$ cat src/rtl/buffer_fill_unit_pkg.sv
// rtl/buffer_fill_unit_pkg.sv - shared sizes, FSM encodings and count saturation for the operand buffers
package buffer_pkg;

  localparam int DEPTH  = 32;
  localparam int AW     = 5;
  localparam int MEM_AW = 10;
  localparam int DW     = 32;

  localparam logic [1:0] ST_IDLE  = 2'd0;
  localparam logic [1:0] ST_ISSUE = 2'd1;
  localparam logic [1:0] ST_DRAIN = 2'd2;
  localparam logic [1:0] ST_DONE  = 2'd3;

  // Requests larger than the buffer are clipped to a full-buffer fill.
  function automatic logic [AW:0] sat_count(input logic [AW:0] count);
    if (count > (AW+1)'(DEPTH)) begin
      return (AW+1)'(DEPTH);
    end
    return count;
  endfunction

endpackage

$ cat src/rtl/buffer_fill_unit_if.sv
// rtl/buffer_fill_unit_if.sv - fill request, memory port B and buffer read-port bundle
interface buffer_fill_if;
  import buffer_pkg::*;

  logic              Start;
  logic              BufSel;
  logic [MEM_AW-1:0] BaseAddr;
  logic [AW:0]       Count;
  logic [MEM_AW-1:0] MEM_Address_2;
  logic [DW-1:0]     MEM_ReadData_B;
  logic              Busy;
  logic              Done;
  logic              buf_a_valid;
  logic              buf_b_valid;
  logic [AW-1:0]     buf_val_1_addr;
  logic [DW-1:0]     buf_val_1_select;
  logic [AW-1:0]     buf_val_2_addr;
  logic [DW-1:0]     buf_val_2_select;

  modport slave (
    input  Start, BufSel, BaseAddr, Count, MEM_ReadData_B, buf_val_1_addr, buf_val_2_addr,
    output MEM_Address_2, Busy, Done, buf_a_valid, buf_b_valid, buf_val_1_select, buf_val_2_select
  );

  modport master (
    output Start, BufSel, BaseAddr, Count, MEM_ReadData_B, buf_val_1_addr, buf_val_2_addr,
    input  MEM_Address_2, Busy, Done, buf_a_valid, buf_b_valid, buf_val_1_select, buf_val_2_select
  );

endinterface

$ cat src/rtl/buffer_fill_unit_bank.sv
// rtl/buffer_fill_unit_bank.sv - DEPTH x DW register file, one sync write, one async read, async clear
module buffer_bank
  import buffer_pkg::*;
(
  input  logic          i_clk,
  input  logic          i_rst,
  input  logic          i_we,
  input  logic [AW-1:0] i_waddr,
  input  logic [DW-1:0] i_wdata,
  input  logic [AW-1:0] i_raddr,
  output logic [DW-1:0] o_rdata
);

  logic [DW-1:0] r_mem [DEPTH];

  // Entry storage: cleared on reset, one word written per enabled edge.
  always_ff @(posedge i_clk or posedge i_rst) begin
    if (i_rst) begin
      for (int i = 0; i < DEPTH; i++) begin
        r_mem[i] <= '0;
      end
    end else if (i_we) begin
      r_mem[i_waddr] <= i_wdata;
    end
  end

  // Reading the register array directly means a same-edge write is not yet visible.
  assign o_rdata = r_mem[i_raddr];

endmodule

$ cat src/rtl/buffer_fill_unit.sv
// rtl/buffer_fill_unit.sv - fills operand buffer A or B from data-memory port B and exposes both read ports
module buffer_fill_unit
  import buffer_pkg::*;
(
  input  logic         Clk,
  input  logic         Reset,
  buffer_fill_if.slave bus
);

  logic [1:0]        r_state;
  logic              r_sel;
  logic [MEM_AW-1:0] r_addr;
  logic [AW:0]       r_n;
  logic [AW-1:0]     r_k;
  logic              r_wr_valid;
  logic [AW-1:0]     r_wr_idx;
  logic              r_a_valid;
  logic              r_b_valid;

  logic [AW:0]       w_count_sat;
  logic [AW:0]       w_n_m1;
  logic              w_last;
  logic              w_we_a;
  logic              w_we_b;

  assign w_count_sat = sat_count(bus.Count);
  assign w_n_m1      = r_n - (AW+1)'(1);
  assign w_last      = ({1'b0, r_k} == w_n_m1);

  // Fill sequencer: one address per ISSUE cycle, the delay register follows it by one cycle.
  always_ff @(posedge Clk or posedge Reset) begin
    if (Reset) begin
      r_state    <= ST_IDLE;
      r_sel      <= 1'b0;
      r_addr     <= '0;
      r_n        <= '0;
      r_k        <= '0;
      r_wr_valid <= 1'b0;
      r_wr_idx   <= '0;
      r_a_valid  <= 1'b0;
      r_b_valid  <= 1'b0;
    end else begin
      case (r_state)
        ST_IDLE: begin
          r_wr_valid <= 1'b0;
          if (bus.Start) begin
            r_sel <= bus.BufSel;
            r_n   <= w_count_sat;
            r_k   <= '0;
            if (bus.BufSel) begin
              r_b_valid <= 1'b0;
            end else begin
              r_a_valid <= 1'b0;
            end
            if (w_count_sat == '0) begin
              r_state <= ST_DONE;
            end else begin
              r_addr  <= bus.BaseAddr;
              r_state <= ST_ISSUE;
            end
          end
        end
        ST_ISSUE: begin
          r_wr_valid <= 1'b1;
          r_wr_idx   <= r_k;
          if (w_last) begin
            r_state <= ST_DRAIN;
          end else begin
            r_k    <= r_k + AW'(1);
            r_addr <= r_addr + MEM_AW'(1);
          end
        end
        ST_DRAIN: begin
          r_wr_valid <= 1'b0;
          r_state    <= ST_DONE;
        end
        default: begin
          if (r_sel) begin
            r_b_valid <= 1'b1;
          end else begin
            r_a_valid <= 1'b1;
          end
          r_state <= ST_IDLE;
        end
      endcase
    end
  end

  assign w_we_a = r_wr_valid & ~r_sel;
  assign w_we_b = r_wr_valid & r_sel;

  buffer_bank u_bank_a (
    .i_clk   (Clk),
    .i_rst   (Reset),
    .i_we    (w_we_a),
    .i_waddr (r_wr_idx),
    .i_wdata (bus.MEM_ReadData_B),
    .i_raddr (bus.buf_val_1_addr),
    .o_rdata (bus.buf_val_1_select)
  );

  buffer_bank u_bank_b (
    .i_clk   (Clk),
    .i_rst   (Reset),
    .i_we    (w_we_b),
    .i_waddr (r_wr_idx),
    .i_wdata (bus.MEM_ReadData_B),
    .i_raddr (bus.buf_val_2_addr),
    .o_rdata (bus.buf_val_2_select)
  );

  assign bus.MEM_Address_2 = r_addr;
  assign bus.Busy          = (r_state != ST_IDLE);
  assign bus.Done          = (r_state == ST_DONE);
  assign bus.buf_a_valid   = r_a_valid;
  assign bus.buf_b_valid   = r_b_valid;

endmodule

$ cat src/flat_wrapper.sv
// flat-port wrapper written by rule: the top's interface ports become plain ports
module buffer_fill_unit_flat import buffer_pkg::*;
  (Clk, Reset, bus_Start, bus_BufSel, bus_BaseAddr, bus_Count, bus_MEM_ReadData_B, bus_buf_val_1_addr, bus_buf_val_2_addr, bus_MEM_Address_2, bus_Busy, bus_Done, bus_buf_a_valid, bus_buf_b_valid, bus_buf_val_1_select, bus_buf_val_2_select);
  buffer_fill_if bus_i ();
  input  logic Clk;
  input  logic Reset;
  input wire logic [$bits(bus_i.Start)-1:0] bus_Start;
  input wire logic [$bits(bus_i.BufSel)-1:0] bus_BufSel;
  input wire logic [$bits(bus_i.BaseAddr)-1:0] bus_BaseAddr;
  input wire logic [$bits(bus_i.Count)-1:0] bus_Count;
  input wire logic [$bits(bus_i.MEM_ReadData_B)-1:0] bus_MEM_ReadData_B;
  input wire logic [$bits(bus_i.buf_val_1_addr)-1:0] bus_buf_val_1_addr;
  input wire logic [$bits(bus_i.buf_val_2_addr)-1:0] bus_buf_val_2_addr;
  output wire logic [$bits(bus_i.MEM_Address_2)-1:0] bus_MEM_Address_2;
  output wire logic [$bits(bus_i.Busy)-1:0] bus_Busy;
  output wire logic [$bits(bus_i.Done)-1:0] bus_Done;
  output wire logic [$bits(bus_i.buf_a_valid)-1:0] bus_buf_a_valid;
  output wire logic [$bits(bus_i.buf_b_valid)-1:0] bus_buf_b_valid;
  output wire logic [$bits(bus_i.buf_val_1_select)-1:0] bus_buf_val_1_select;
  output wire logic [$bits(bus_i.buf_val_2_select)-1:0] bus_buf_val_2_select;
  assign bus_i.Start = bus_Start;
  assign bus_i.BufSel = bus_BufSel;
  assign bus_i.BaseAddr = bus_BaseAddr;
  assign bus_i.Count = bus_Count;
  assign bus_i.MEM_ReadData_B = bus_MEM_ReadData_B;
  assign bus_i.buf_val_1_addr = bus_buf_val_1_addr;
  assign bus_i.buf_val_2_addr = bus_buf_val_2_addr;
  assign bus_MEM_Address_2 = bus_i.MEM_Address_2;
  assign bus_Busy = bus_i.Busy;
  assign bus_Done = bus_i.Done;
  assign bus_buf_a_valid = bus_i.buf_a_valid;
  assign bus_buf_b_valid = bus_i.buf_b_valid;
  assign bus_buf_val_1_select = bus_i.buf_val_1_select;
  assign bus_buf_val_2_select = bus_i.buf_val_2_select;
  buffer_fill_unit u_core (.Clk(Clk), .Reset(Reset), .bus(bus_i));
endmodule
$ cat config.mk
export PLATFORM = sky130hd
export DESIGN_NAME = buffer_fill_unit_flat
export DESIGN_NICKNAME = d
export VERILOG_FILES = /design/src/rtl/buffer_fill_unit_pkg.sv /design/src/rtl/buffer_fill_unit_if.sv /design/src/rtl/buffer_fill_unit_bank.sv /design/src/rtl/buffer_fill_unit.sv /design/src/flat_wrapper.sv
export SDC_FILE = /design/constraint.sdc
export NUM_CORES = 2
export LEC_CHECK = 0
export CORE_MARGIN = 4
export CORE_UTILIZATION = 60
export CTS_BUF_LIST = sky130_fd_sc_hd__clkbuf_16
export DETAILED_ROUTE_END_ITERATION = 10
export GPL_TIMING_DRIVEN = 0
export PLACE_DENSITY_LB_ADDON = 0.2
export SLEW_MARGIN = 40
export SYNTH_ARGS = -nofsm -noshare
export SYNTH_HDL_FRONTEND = slang
export SYNTH_HIERARCHICAL = 1
export SYNTH_SLANG_ARGS = --single-unit
$ cat constraint.sdc
create_clock -name Clk -period 85.9 [get_ports Clk]
set_clock_uncertainty 0.05 [all_clocks]
set_input_delay 21.475 -clock Clk [delete_from_list [all_inputs] [get_ports Clk]]
set_output_delay 21.475 -clock Clk [all_outputs]
set_load 0.01 [all_outputs]
## After elaboration in Yosys (flattened, before gate mapping)

Cells that the tools add are included.

| operators by class | value |
|---|---|
| add/subtract/negate cells | 3 |
| magnitude comparators | 5 |
| equality and inequality tests | 11 |
| mux-type cells | 33 |
| bitwise gates (word level) | 7 |
| reductions and logical operators | 15 |

Operator list:

| kind | count |
|---|---|
| $bwmux W1024 | 2 |
| $bmux W32 S5 | 2 |
| $demux W32 S5 | 1 |
| $mux W32 | 5 |
| $mux W10 | 3 |
| $pmux W10 S2 | 1 |
| $ge A6 B6 Y1 const B | 3 |
| $not A5 Y6 | 3 |
| $mux W6 | 2 |
| $ne A2 B2 Y1 const B | 6 |
| $reduce_and A4 Y1 | 3 |
| $add A10 B1 Y10 const B | 1 |
| $mux W5 | 2 |
| $pmux W5 S2 | 1 |
| $reduce_bool A2 Y1 | 4 |
| $mux W1 | 7 |
| $eq A5 B6 Y1 | 1 |
| $gt A6 B6 Y1 const B | 1 |
| $logic_not A6 Y1 | 1 |
| $lt A6 B1 Y1 const B | 1 |
| $mux W2 | 3 |
| $pmux W1 S2 | 3 |
| $pmux W2 S3 | 1 |
| $sub A6 B1 Y6 const B | 1 |
| 11 further kinds | 16 |

| word-level totals | value |
|---|---|
| flip-flop bits (word level) | 2080 |
| input bits | 62 |
| output and inout bits | 78 |
| logic and storage cells | 147 |

## Logic depth before layout (Yosys ltp)

| depth | value |
|---|---|
| depth in word-level cells | 7 |
| depth in mapped cells | 9 |
| gate-level depth less buffers | 8 |

## By module

Netlist, hierarchy kept.

Modules (own cells, without submodules):

| module | instances | cells an instance | area an instance (um^2) | seq. area each (um^2) |
|---|---|---|---|---|
| buffer_bank | 2 | 3448 | 47481.8 | 25624.6 |
| buffer_fill_unit | 1 | 205 | 1906.8 | 800.8 |

## Worst setup path after synthesis

OpenSTA, ideal clock, no wires.

| path | value |
|---|---|
| path kind | in2out |
| from | in bus_buf_val_1_addr[1] |
| to | out bus_buf_val_1_select[0] |
| arrival | 22.715 ns |
| required time | 64.375 ns |
| slack | 41.660 ns |
| cell stages on the path | 8 |
| buffers on the path | 4 |
| cell sequence | buf_2 -> buf_4 -> buf_2 -> buf_2 -> mux2i_1 -> nand2_1 -> a31oi_1 -> nand3_1 |

| on the way | value |
|---|---|
| cells in the longest elaborated chain, start to end | 4 |

Ends and longest elaborated chain:

| what | line | RTL |
|---|---|---|
| start: declaration | flat_wrapper.sv:12 | `input wire logic [$bits(bus_i.buf_val_1_addr)-1:0] bus_buf_val_1_addr;` |
| $not A5 Y6 (implied by the code) | buffer_fill_unit_bank.sv:28 | `assign o_rdata = r_mem[i_raddr];` |
| $bmux W32 S5 | buffer_fill_unit_bank.sv:28 |  |
| $mux W32 (implied by the code) (2 in series) | buffer_fill_unit_bank.sv:28 |  |
| end: declaration | flat_wrapper.sv:19 | `output wire logic [$bits(bus_i.buf_val_1_select)-1:0] bus_buf_val_1_select;` |

Every way passes these cells. The select of a mux whose other input is x is not followed.

## Worst setup path in the final report

| path | value |
|---|---|
| from | in bus_buf_val_1_addr[2] |
| to | out bus_buf_val_1_select[10] |

Same word-level chain as after synthesis.

==> out/summary.json <==
{
  "clock_power_share": 0.324,
  "power.static_leakage_nw": 51.1,
  "share_comb_of_total_power": 0.197,
  "first_pass_grt_wire_length_microns": 418000,
  "worst_hold_startpoint": "u_core/u_bank_b/r_mem[216]",
  "maximum_number_of_pins_on_one_net_before_global_route_repair": 85,
  "drive_above_1_share": 0.351,
  "critPathMaxFanout": 10,
  "initialDrtViolationCount": 6010,
  "postPlaceCellArea_sq_mm": 0.102,
  "cp_data_required_time_ps": 64380,
  "period_share": 0.543,
  "cts_tree": "built",
  "first_global_vias": 64061,
  "yosysTopAreaCellShare": 0.537,
  "grt.overflow.total": 0,
  "internal_power_mw": 1.98,
  "dp_hpwl_microns": 198000,
  "std_cell_rows": 147,
  "core_area_sq_mm": 0.161,
  "post_cts_hold_buffer_count": 0,
  "run_status": "finished, final reports clean",
  "io-pin-count": 140,
  "worstReg2RegEnd": "u_core/u_bank_a/r_mem[139]",
  "maxSlewViolCount": 0,
  "finalWirelength_microns": 283000,
  "timing.max_cap.violations": 0,
  "synth_edf_count": 0,
  "pwr_density_cell_mw_per_mm2": 25.2,
  "synth-seq-area-share": 0.537,
  "num-nets-final": 7547,
  "rrSetupSlack_ps": 82980,
  "tns_ps": 0,
  "hold-path-cell-count": 1,
  "drc_errors": 0,
  "post_synth_num_cell_types": 53,
  "final-hold-violation-count": 0,
  "worst_slew_margin_rel": 0.367,
  "timing.critical_path.from_type": "primary input",
  "post_cts.resized_instances": 0,
  "clock_sink_count": 2080,
  "synth_area_leader_cell": "sky130_fd_sc_hd__dfrtp_1",
  "switching_share": 0.275,
  "routed_wire_length_per_instance_microns": 28.9,
  "ant_nets": 0,
  "post_cts_buffers": 0,
  "worstSetupEndpointType": "output pin",
  "detail_route.vias_per_cell": 6.34,
  "placement.setup.worst_slack_ps": 39380,
  "reg2regPathDepth": 5,
  "route.vias.total": 62221,
  "synth-async-reset-ratio": 1.00,
  "worst_ir_drop_vdd_mv": 0.0228,
  "synthesized_instance_count": 7101,
  "ys.flop_type": "sky130_fd_sc_hd__dfrtp_1",
  "initial_cell_density_of_the_core": 0.603,
  "number_of_antenna_violations_at_the_first_check_in_global_routing": 17,
  "cts_root_buffer": "sky130_fd_sc_hd__clkbuf_16",
  "p_seq_frac": 0.480,
  "cts.htree.levels": 4,
  "fp.dieArea_sq_mm": 0.168,
  "final_design_area_no_fill_sq_mm": 0.108,
  "layout-area-overhead-vs-synth_pct": 11.8,
  "detail_route.first_pass.iterations": 6,
  "postSynthRegisterBits": 2080,
  "port_buffers": 137,
  "synthesis.yosys.warnings": 6,
  "fmax_mhz": 21.4,
  "post-route-min-period_ps": 46660,
  "gpl_wtd_cong": 0.910,
  "crit_arrival_ps": 25140,
  "switching_power_mw": 0.750,
  "max-clock-path-buffers": 3,
  "worst_skew_pair_latency_ps": 800,
  "final_setup_violating_endpoints": 0,
  "chipWidth_microns": 410,
  "synth.cell_area_sq_mm": 0.0969,
  "syn-num-nets": 7171,
  "rsz0062_at_grt": "no",
  "timing_worst_setup_path_type": "primary input to output pin",
  "syn_area_per_cell_sq_um": 13.6,
  "critical_register_to_register_path_startpoint": "u_core/r_sel",
  "dominant_cells_by_area_after_synthesis": "sky130_fd_sc_hd__dfrtp_1, sky130_fd_sc_hd__mux2_2, sky130_fd_sc_hd__mux2i_1",
  "clkTransAtPathRegs_ps": 60,
  "grt_use_total": 0.334,
  "dieHeight_microns": 410,
  "setup_slack_ps": 39240,
  "worstHoldEndpoint": "u_core/u_bank_b/r_mem[216]",
  "inserted_clock_buffers": 211,
  "timing.hold.worst.class": "flop to flop",
  "worst-slew-pin-transition_ps": 947
}
[stage by stage]
stage | hold slack, ps | cells | power (mW) | utilization
after floorplan | 407 | 7101 | 1.69 | -
after global placement | 416 | 9398 | 1.82 | 0.629
after detailed placement | 424 | 9424 | 1.85 | 0.633
after CTS | 437 | 9814 | 2.73 | 0.674
after global routing | 450 | 9817 | 2.84 | 0.674
final | 433 | 9820 | 2.73 | 0.674
[cell usage in the layout (no fill, tap or decap), types with 8 or more instances in the layout]
master	synthesis	final
sky130_fd_sc_hd__mux2i_1	1027	1027
sky130_fd_sc_hd__and3_1	8	8
sky130_fd_sc_hd__a22o_1	128	128
sky130_fd_sc_hd__clkinv_1	0	64
sky130_fd_sc_hd__nand3b_1	8	8
sky130_fd_sc_hd__o21ai_0	17	17
sky130_fd_sc_hd__clkinv_2	0	32
sky130_fd_sc_hd__nor3_1	69	69
sky130_fd_sc_hd__clkbuf_16	0	217
sky130_fd_sc_hd__buf_2	143	153
sky130_fd_sc_hd__nor2_1	20	20
sky130_fd_sc_hd__a21oi_1	203	203
sky130_fd_sc_hd__mux2_2	1981	1981
sky130_fd_sc_hd__buf_6	107	107
sky130_fd_sc_hd__buf_1	26	23
sky130_fd_sc_hd__dfrtp_1	2080	2077
sky130_fd_sc_hd__ha_1	8	8
sky130_fd_sc_hd__a22oi_1	192	192
sky130_fd_sc_hd__clkdlybuf4s50_1	0	130
sky130_fd_sc_hd__nor2_4	32	32
sky130_fd_sc_hd__nand3_1	205	205
sky130_fd_sc_hd__nand2_1	247	247
sky130_fd_sc_hd__nand2b_1	11	11
sky130_fd_sc_hd__clkbuf_1	294	273
sky130_fd_sc_hd__inv_1	12	65
sky130_fd_sc_hd__buf_4	74	74
sky130_fd_sc_hd__bufinv_16	0	16
sky130_fd_sc_hd__a31oi_1	68	68
sky130_fd_sc_hd__buf_16	0	26
sky130_fd_sc_hd__clkbuf_2	0	21
sky130_fd_sc_hd__mux2_1	74	74
[per-layer routing]
metal / wire length, microns / global-route usage / part of all wire
met5: 45 / 0 / 0.00016
met4: 19700 / 0.196 / 0.069
met3: 18300 / 0.0586 / 0.065
met2: 133000 / 0.538 / 0.47
met1: 112000 / 0.427 / 0.39
[synthesized netlist by cell type (68+ instances only)]
cell	number
sky130_fd_sc_hd__buf_6	107
sky130_fd_sc_hd__mux2_2	1981
sky130_fd_sc_hd__a31oi_1	68
sky130_fd_sc_hd__mux2_1	74
sky130_fd_sc_hd__dfrtp_1	2080
sky130_fd_sc_hd__a22oi_1	192
sky130_fd_sc_hd__nor3_1	69
sky130_fd_sc_hd__nand2_1	247
sky130_fd_sc_hd__a21oi_1	203
sky130_fd_sc_hd__buf_4	74
sky130_fd_sc_hd__clkbuf_1	294
sky130_fd_sc_hd__mux2i_1	1027
sky130_fd_sc_hd__a22o_1	128
sky130_fd_sc_hd__nand3_1	205
sky130_fd_sc_hd__buf_2	143
[worst max-delay path, cell delays in order]
cell and delay [ps]:
sky130_fd_sc_hd__clkdlybuf4s50_1 600, sky130_fd_sc_hd__and2_1 180, sky130_fd_sc_hd__buf_2 460, sky130_fd_sc_hd__buf_2 400, sky130_fd_sc_hd__buf_1 680, sky130_fd_sc_hd__a22oi_1 190
sky130_fd_sc_hd__nand3_1 200, sky130_fd_sc_hd__nand3_1 330, sky130_fd_sc_hd__clkdlybuf4s50_1 600
[worst max path at each step]
stage / startpoint / end / slack [ps] / cells past startpoint
floorplan: Reset / u_core/u_bank_a/r_mem[0] / 35560 / 1
global placement: Reset / u_core/u_bank_b/r_mem[24] / 25400 / 2
detailed placement: bus_buf_val_1_addr[0] / bus_buf_val_1_select[10] / 39380 / 9
CTS: bus_buf_val_1_addr[0] / bus_buf_val_1_select[10] / 39360 / 9
global route: bus_buf_val_1_addr[2] / bus_buf_val_1_select[10] / 39260 / 9
finish: bus_buf_val_1_addr[2] / bus_buf_val_1_select[10] / 39240 / 9
[final cells by class]
class	count	area, sq um
Tap cell	2160	2700
Fill cell	11500	52300
Clock inverter	173	1130
Timing Repair Buffer	163	2050
Inverter	12	60.1
Multi-Input combinational cell	4365	41100
Antenna cell	6	15.0
Clock buffer	217	5430
Sequential cell	2080	52100
Buffer	644	3710
[registers in the layout, summed over array words and instances (netlist names), 2 cells and up]
| register | cells |
|---|---|
| u_core/r_k | 5 |
| u_core/u_bank_a/r_mem | 1024 |
| u_core/r_wr_idx | 5 |
| u_core/bus.MEM_Address_2 | 10 |
| u_core/r_n | 6 |
| u_core/r_state | 2 |
| u_core/u_bank_b/r_mem | 1024 |
[kinds of logic after synthesis]
kind of cell / Yosys count / synth area share
AOI/OAI and AO/OA: 622 / 0.0434
xor gates and xnor gates: 5 / 0.000452
adders and majority gates: 8 / 0.00103
buffers and inverters: 656 / 0.0384
DFF: 2080 / 0.537
muxes: 3083 / 0.345
and+or+nand+nor: 647 / 0.0343
[power groups by stage]
stage	sequential (mW)	combinational, mW	clock (mW)
floorplan	1.29	0.395	0
finish	1.31	0.536	0.882
detailed placement	1.32	0.530	0
CTS	1.30	0.534	0.893
global placement	1.31	0.507	0
global route	1.33	0.579	0.935
Power figures use the tool's default switching activity.
